<file path="config.mk">
export PLATFORM = sky130hd
export DESIGN_NAME = program_byte_source_flat
export DESIGN_NICKNAME = d
export VERILOG_FILES = /design/src/rtl/nibbler_pkg.sv /design/src/rtl/program_byte_source_if.sv /design/src/rtl/program_byte_source_pc_counter.sv /design/src/rtl/program_byte_source.sv /design/src/flat_wrapper.sv
export SDC_FILE = /design/constraint.sdc
export NUM_CORES = 1
export LEC_CHECK = 0
export ABC_AREA = 1
export ABC_CLOCK_PERIOD_IN_PS = 2600
export BUFFER_PORTS_ARGS = -buffer_cell sky130_fd_sc_hd__clkbuf_2
export CORE_UTILIZATION = 55
export CTS_BUF_LIST = sky130_fd_sc_hd__clkbuf_4
export DETAILED_ROUTE_END_ITERATION = 10
export PLACE_DENSITY = 0.87
export SYNTH_ARGS = -nofsm -noshare
export SYNTH_HDL_FRONTEND = slang
export SYNTH_SLANG_ARGS = --single-unit
</file>
<file path="constraint.sdc">
create_clock -name clk -period 2.6 [get_ports clk]
set_clock_uncertainty 0.2 [all_clocks]
set_input_delay 0.26 -clock clk [delete_from_list [all_inputs] [get_ports clk]]
set_output_delay 0.26 -clock clk [all_outputs]
set_load 0.02 [all_outputs]
</file>
<file path="src/rtl/nibbler_pkg.sv">
// Shared types, widths and nibble helpers for the program byte path.
package nibbler_pkg;

   localparam int PROG_ADDR_W = 12;
   localparam int PROG_BYTE_W = 8;
   localparam int NIBBLE_W    = 4;

   localparam logic [NIBBLE_W-1:0] HALT_OPC_DEF = 4'hF;

   typedef enum logic [1:0] {
      IDLE,
      ISSUE,
      WAIT,
      VALID
   } fetch_src_state_t;

   function automatic logic [NIBBLE_W-1:0] instr_of(
      input logic [PROG_BYTE_W-1:0] b
   );
      return b[PROG_BYTE_W-1:NIBBLE_W];
   endfunction

   function automatic logic [NIBBLE_W-1:0] opnd_of(
      input logic [PROG_BYTE_W-1:0] b
   );
      return b[NIBBLE_W-1:0];
   endfunction

endpackage

</file>
<file path="src/rtl/program_byte_source_if.sv">
// Valid/ready byte handshake between the byte source and Fetch.
interface program_byte_source_if;
   import nibbler_pkg::*;

   logic [PROG_BYTE_W-1:0] program_byte;
   logic                   byte_valid;
   logic                   byte_ready;

   modport master (
      output program_byte,
      output byte_valid,
      input  byte_ready
   );

   modport slave (
      input  program_byte,
      input  byte_valid,
      output byte_ready
   );

endinterface

</file>
<file path="src/rtl/program_byte_source_pc_counter.sv">
// Program counter: jump load has priority over increment; wraps naturally.
module pc_counter #(
   parameter int                ADDR_W   = 12,
   parameter logic [ADDR_W-1:0] RESET_PC = '0
) (
   input  logic              clk,
   input  logic              rst_n,
   input  logic              load,
   input  logic [ADDR_W-1:0] load_val,
   input  logic              inc,
   output logic [ADDR_W-1:0] pc
);

   always_ff @(posedge clk or negedge rst_n) begin
      if (!rst_n) begin
         pc <= RESET_PC;
      end else if (load) begin
         pc <= load_val;
      end else if (inc) begin
         pc <= pc + 1'b1;
      end
   end

endmodule

</file>
<file path="src/rtl/program_byte_source.sv">
// Program byte source: PC, ROM read sequencing, byte handshake to Fetch.
// Optional halt detection enabled by PROGRAM_BYTE_SOURCE_HALT_EN.
module program_byte_source
   import nibbler_pkg::*;
#(
   parameter int                  ADDR_W   = PROG_ADDR_W,
   parameter int                  ROM_LAT  = 1,
   parameter logic [ADDR_W-1:0]   RESET_PC = '0,
   parameter logic [NIBBLE_W-1:0] HALT_OPC = HALT_OPC_DEF
) (
   input  logic                   clk,
   input  logic                   rst_n,
   input  logic                   en,
   input  logic                   jump_en,
   input  logic [ADDR_W-1:0]      jump_addr,
   output logic [ADDR_W-1:0]      rom_addr,
   output logic                   rom_rd,
   input  logic [PROG_BYTE_W-1:0] rom_data,
   program_byte_source_if.master  fetch,
   output logic [ADDR_W-1:0]      pc,
   output logic                   halted
);

`ifdef PROGRAM_BYTE_SOURCE_HALT_EN
   localparam bit HALT_EN = 1'b1;
`else
   localparam bit HALT_EN = 1'b0;
`endif

   localparam logic [2:0] LAT_M1 = 3'(ROM_LAT - 1);

   fetch_src_state_t state;
   logic [2:0]       cnt;
   logic             hs;
   logic             halt_hit;

   assign hs       = fetch.byte_valid && fetch.byte_ready;
   assign halt_hit = HALT_EN && hs &&
                     (instr_of(fetch.program_byte) == HALT_OPC);
   assign rom_addr = pc;

   pc_counter #(
      .ADDR_W   (ADDR_W),
      .RESET_PC (RESET_PC)
   ) u_pc (
      .clk      (clk),
      .rst_n    (rst_n),
      .load     (jump_en),
      .load_val (jump_addr),
      .inc      (hs && !jump_en),
      .pc       (pc)
   );

   // A jump overrides every state, so any read still in the ROM is dropped.
   always_ff @(posedge clk or negedge rst_n) begin
      if (!rst_n) begin
         state              <= IDLE;
         rom_rd             <= 1'b0;
         cnt                <= '0;
         fetch.program_byte <= '0;
         fetch.byte_valid   <= 1'b0;
         halted             <= 1'b0;
      end else begin
         rom_rd <= 1'b0;
         if (jump_en) begin
            halted           <= 1'b0;
            fetch.byte_valid <= 1'b0;
            if (en) begin
               state  <= ISSUE;
               rom_rd <= 1'b1;
            end else begin
               state <= IDLE;
            end
         end else begin
            case (state)
               IDLE: begin
                  if (en && !halted) begin
                     state  <= ISSUE;
                     rom_rd <= 1'b1;
                  end
               end
               ISSUE: begin
                  cnt   <= LAT_M1;
                  state <= WAIT;
               end
               WAIT: begin
                  if (cnt == '0) begin
                     fetch.program_byte <= rom_data;
                     fetch.byte_valid   <= 1'b1;
                     state              <= VALID;
                  end else begin
                     cnt <= cnt - 3'd1;
                  end
               end
               VALID: begin
                  if (fetch.byte_ready) begin
                     fetch.byte_valid <= 1'b0;
                     if (halt_hit) begin
                        halted <= 1'b1;
                        state  <= IDLE;
                     end else if (en) begin
                        state  <= ISSUE;
                        rom_rd <= 1'b1;
                     end else begin
                        state <= IDLE;
                     end
                  end
               end
               default: state <= IDLE;
            endcase
         end
      end
   end

endmodule

</file>
<file path="src/flat_wrapper.sv">
// flat-port wrapper written by rule: the top's interface ports become plain ports
module program_byte_source_flat import nibbler_pkg::*;
#(
   parameter int                  ADDR_W   = PROG_ADDR_W,
   parameter int                  ROM_LAT  = 1,
   parameter logic [ADDR_W-1:0]   RESET_PC = '0,
   parameter logic [NIBBLE_W-1:0] HALT_OPC = HALT_OPC_DEF
)
  (clk, rst_n, en, jump_en, jump_addr, rom_addr, rom_rd, rom_data, pc, halted, fetch_program_byte, fetch_byte_valid, fetch_byte_ready);
  program_byte_source_if fetch_i ();
  input  logic clk;
  input  logic rst_n;
  input  logic en;
  input  logic jump_en;
  input  logic [ADDR_W-1:0] jump_addr;
  output logic [ADDR_W-1:0] rom_addr;
  output logic rom_rd;
  input  logic [PROG_BYTE_W-1:0] rom_data;
  output logic [ADDR_W-1:0] pc;
  output logic halted;
  output wire logic [$bits(fetch_i.program_byte)-1:0] fetch_program_byte;
  output wire logic [$bits(fetch_i.byte_valid)-1:0] fetch_byte_valid;
  input wire logic [$bits(fetch_i.byte_ready)-1:0] fetch_byte_ready;
  assign fetch_program_byte = fetch_i.program_byte;
  assign fetch_byte_valid = fetch_i.byte_valid;
  assign fetch_i.byte_ready = fetch_byte_ready;
  program_byte_source #(.ADDR_W(ADDR_W), .ROM_LAT(ROM_LAT), .RESET_PC(RESET_PC), .HALT_OPC(HALT_OPC)) u_core (.clk(clk), .rst_n(rst_n), .en(en), .jump_en(jump_en), .jump_addr(jump_addr), .rom_addr(rom_addr), .rom_rd(rom_rd), .rom_data(rom_data), .fetch(fetch_i), .pc(pc), .halted(halted));
endmodule
</file>
Word-level counts from Yosys, hierarchy flattened:

Index checks and enable logic that the tools add are counted.

* $add $sub $neg: 2
* equal/unequal tests: 7
* multiplexer cells: 18
* bitwise logic cells: 1
* reductions and logical operators: 12

Operator list (number)
* 12-bit 2-to-1 mux: 2
* 12-bit by 1-bit adder with 12-bit output (second input constant): 1
* 3-bit AND reduction: 4
* 2-bit 2-to-1 mux: 4
* 2-bit case mux with 4 select lines: 1
* 1-bit 2-to-1 mux: 7
* 3-bit by 2-bit != test with 1-bit output (second input constant): 2
* 3-bit case mux with 2 select lines: 1
* 2-bit == test (second input constant): 2
* 1-bit case mux with 2 select lines: 2
* 2-bit nonzero test: 2
* 3-bit zero test: 1
* 3-bit 2-to-1 mux: 1
* 3-bit != test (second input constant): 1
* 3-bit nonzero test: 1
* 3-bit by 1-bit subtractor with 3-bit output (second input constant): 1
* 2-bit by 1-bit == test with 1-bit output (second input constant): 1
* 1-bit logical AND: 2
* 2-bit zero test: 1
* 2-bit != test (second input constant): 1
* 1-bit zero test: 1
* 1-bit inverter: 1

* register bits after elaboration: 27
* input port bits: 25
* logic and storage cells: 46

Longest topological paths before layout:

* word-level depth: 4
* gate-level depth with buffers: 10
* gate-level depth less buffers: 10

Cells and area by module:

A second synthesis with hierarchy kept.

* cell total of the unflattened synthesis: 217
* area total of the unflattened synthesis: 1679.1 um^2

By module, submodules not included
* program_byte_source: instances 1, cells each 116, area an instance 927.1 um^2, seq. area each 375.4 um^2
* pc_counter: instances 1, cells each 101, area an instance 752.0 um^2, seq. area each 300.3 um^2

Least setup slack after synthesis:

Ideal clock, no wire load.

* path kind: register to register
* from: register u_core.cnt[0]
* to: register u_core.state[0]
* library setup time: 0.119 ns
* arrival time: 1.276 ns
* slack: 1.006 ns
* stages on the path, launching flop included: 11
* period minus slack after synthesis: 1.594 ns
* cell sequence: dfrtp_1 -> inv_1 -> ha_1 -> ha_1 -> inv_1 -> nand2_1 -> nand2_1 -> nand2_1 -> nand2_1 -> o21ai_1 -> nand2_1

* cells in the longest elaborated chain, start to end: 3

Ends and longest elaborated chain
* from (decl): line program_byte_source.sv:33 `logic [2:0] cnt;`
* from (signal assigned): line program_byte_source.sv:92 `cnt <= cnt - 3'd1;`
* 3-bit zero test: line program_byte_source.sv:87 `if (cnt == '0) begin`
* 3-bit by 2-bit != test with 1-bit output (no line)
* 3-bit AND reduction (no line)
* to (signal assigned): line program_byte_source.sv:84 `state <= WAIT;`
* to (signal assigned): line program_byte_source.sv:90 `state <= VALID;`
* to (signal assigned): line program_byte_source.sv:100 `state <= IDLE;`
* to (decl): line program_byte_source.sv:32 `fetch_src_state_t state;`

Every way passes these cells.
A chain may end at the register's enable or synchronous reset.

Worst setup path in the final report:

Same ends and word-level chain as after synthesis.

==> impl_metrics.py <==
metrics = {
    "clocking": {
        "cts_made_buffers": 3,
        "insertion_delay_ps": 320,
        "clockBufferDepth": 2,
        "cts.sinks": 27,
        "cts_tree": "yes",
        "htreeDepth": 1,
        "root_buffer": "clkbuf_4",
        "postCtsSetupBuffers": 0,
        "clk_pin_slew_worst_paths_ps": 150,
    },
    "cells_and_area": {
        "num-fill-cells": 226,
        "instances_no_fill": 293,
        "syn2layout_area_growth_pct": 23.3,
        "design_area_um2": 2040,
        "drive_gt1_share_pct": 30.2,
        "diodes": 0,
        "seq_area_um2": 676,
        "mostFrequentLayoutCells": "clkbuf_2, nand2_1, dfrtp_1",
        "final_common_cell": "clkbuf_2",
        "multi_input_area_um2": 772,
        "fin_util_pct": 72.7,
        "finalNetCount": 295,
    },
    "power_and_ir_drop": {
        "vdd_drop_max_uv": 532,
        "p_clk_share_pct": 11.6,
        "leakage_nw": 1.08,
        "power.density_nw_per_um2": 785,
        "power_frac_seq_pct": 40.6,
        "switching_share_pct": 43.9,
        "p_int_mw": 0.898,
        "p_switching_mw": 0.703,
        "power_frac_comb_pct": 47.8,
    },
    "status": {
        "status": "finished with violations",
        "violations": "design-rule violations",
    },
    "setup_path": {
        "startpoint_type": "flop",
        "crit_path_max_fanout": 3,
        "cp.required_ps": 2630,
        "worstSetupEndpointType": "flop",
        "rrSetupSlack_ps": 880,
        "worstPathArrival_ps": 1740,
        "criticalPathCategory": "flop to flop",
    },
    "synth": {
        "ys_types": 30,
        "ys.flop_type": "dfrtp_1",
        "synth_edf_count": 0,
        "synth_top_cell_by_area": "dfrtp_1",
        "synth_area_per_cell_um2": 8.22,
        "synthCells": 201,
        "yosysWarningCount": 0,
        "ys_seq_area_share_pct": 40.9,
        "synth.area.top_cells": "dfrtp_1, nand2_1, buf_4",
        "syn_nets": 233,
        "synth-async-reset-ratio_pct": 100,
        "syn-cell-area_um2": 1650,
        "synth.top_cell.area_share_pct": 40.9,
        "ys_ff_latch": 27,
    },
    "grt": {
        "grt_pass1_vias": 1401,
        "grt_pass1_wl_um": 5850,
        "grt_overflow_total": 0,
        "grt.total_usage_pct": 22.9,
        "antenna_found_initial": 0,
        "grt_max_degree": 28,
    },
    "sta": {
        "slew_viol_final": 0,
        "setup_total_negative_slack_ps": 0,
        "period_share_pct": 66.0,
        "setup_violations": 0,
        "relSlewSlack_pct": 55.9,
        "finalHoldViolCount": 0,
        "post-route-min-period_ps": 1720,
        "worst_pin_slew_ps": 661,
        "rsz0062_at_grt": "no",
        "timing.fmax_mhz": 583,
    },
    "placed_design": {
        "place_inst": 275,
        "place_congestion": 0.840,
        "dpl.hpwl_um": 2380,
        "place_area_um2": 1870,
        "io_buffers": 58,
    },
    "routing": {
        "num_vias": 1495,
        "drt-initial-drc-count": 68,
        "first_pass_iters": 8,
        "drc": 12,
        "wl_um": 3350,
        "vias_per_cell": 5.10,
        "antenna_left": 0,
        "routedWlPerCell_um": 11.4,
    },
    "floorplanning": {
        "core.rowCount": 19,
        "core_region_area_um2": 2810,
        "start_util_pct": 58.9,
        "fp.dieW_um": 56.8,
        "dieArea_um2": 3230,
        "die_y_um": 56.8,
        "ios": 60,
    },
    "hold_path": {
        "hp-class": "input port to flop",
    },
    "job": {
        "maxCapViolations": 0,
    },
}
[power groups by stage]
stage                     Sequential, mW  Combinational (mW)  Clock [mW]
final                              0.650               0.764       0.186
after global routing               0.671               0.845       0.208
after CTS                          0.648               0.766       0.190
after detailed placement           0.656               0.746           0
after global placement             0.651               0.726           0
after floorplan                    0.769               0.440           0
[routing by layer]
metal	wire length, um	track usage [%]	part of all wire [%]	up-vias
li1	-	-	-	754
met1	1490	28.1	45	691
met2	1700	42.9	51	48
met3	149	2.30	4.4	2
met4	12	5.57	0.36	0
met5	0	0	0	-
[sequential cells by signal (all words and copies together) (netlist names)]
name,count
u_core.fetch.program_byte,8
u_core.state,2
u_core.fetch.byte_valid,1
u_core.cnt,3
u_core.rom_rd,1
u_core.u_pc.pc,12
[worst paths after layout]
path                                                   start                            to  depth (start not counted)
worst min-delay path                            jump_addr[0]             u_core.u_pc.pc[0]                          3
min in group asynchronous                              rst_n             u_core.u_pc.pc[8]                          2
worst max register to register                 u_core.cnt[0]               u_core.state[0]                         10
worst min register to register  u_core.fetch.program_byte[0]  u_core.fetch.program_byte[0]                          1
worst max-delay path                           u_core.cnt[0]               u_core.state[0]                         10
max in group asynchronous                              rst_n               u_core.state[1]                          2
[cell usage after synthesis (all sizes together), types with 2 or more instances]
library cell  number
xnor2              2
o21ai             11
nand2             59
a21oi              7
mux2               8
nor2              13
buf               15
dfrtp             27
inv               23
ha                 7
nand3b             2
o21bai             3
nand3             18
[timing repair]
action | 4_1_cts | 5_1_grt
hold buffers | 14 | 0
endpoints found under the hold margin | 40 | 0
resized for setup | 0 | 0
endpoints found under the setup margin | 0 | 0
[area by class of cell]
cell class	instances	area share [%]
Sequential cell	27	33.1
Clock buffer	3	1.10
Multi-Input combinational cell	136	37.9
Timing Repair Buffer	72	21.1
Clock inverter	1	0.368
Inverter	23	4.48
Tap cell	31	1.90
[per-stage QoR]
stage / worst slack (ps) / power [mW] / hold WS [ps]
floorplan: 1010 / 1.21 / -236
global placement: 960 / 1.38 / 126
detailed placement: 895 / 1.40 / 130
CTS: 880 / 1.60 / 18.3
global route: 664 / 1.72 / 42.0
finish: 884 / 1.60 / 27.8
[logic make-up after synthesis]
group                      count (synthesis)  share of synthesized area (%)
DFF                                       27                           40.9
AOI/OAI and AO/OA                         25                           8.71
muxes                                      8                           5.45
adders and majority gates                  7                           5.30
other                                      1                          0.227
and+or+nand+nor                           93                           26.0
buffers and inverters                     38                           12.4
xor gates and xnor gates                   2                           1.06
[worst max-delay path, cell delays in order, from the launching register on]
cell and delay (ps):
dfrtp_1 390, inv_1 80, ha_1 150, ha_1 240
inv_1 60, nand2_1 90, nand2_1 50, nand2_1 90
nand2_1 80, o21ai_1 130, nand2_1 60
Power figures use the tool's default switching activity.
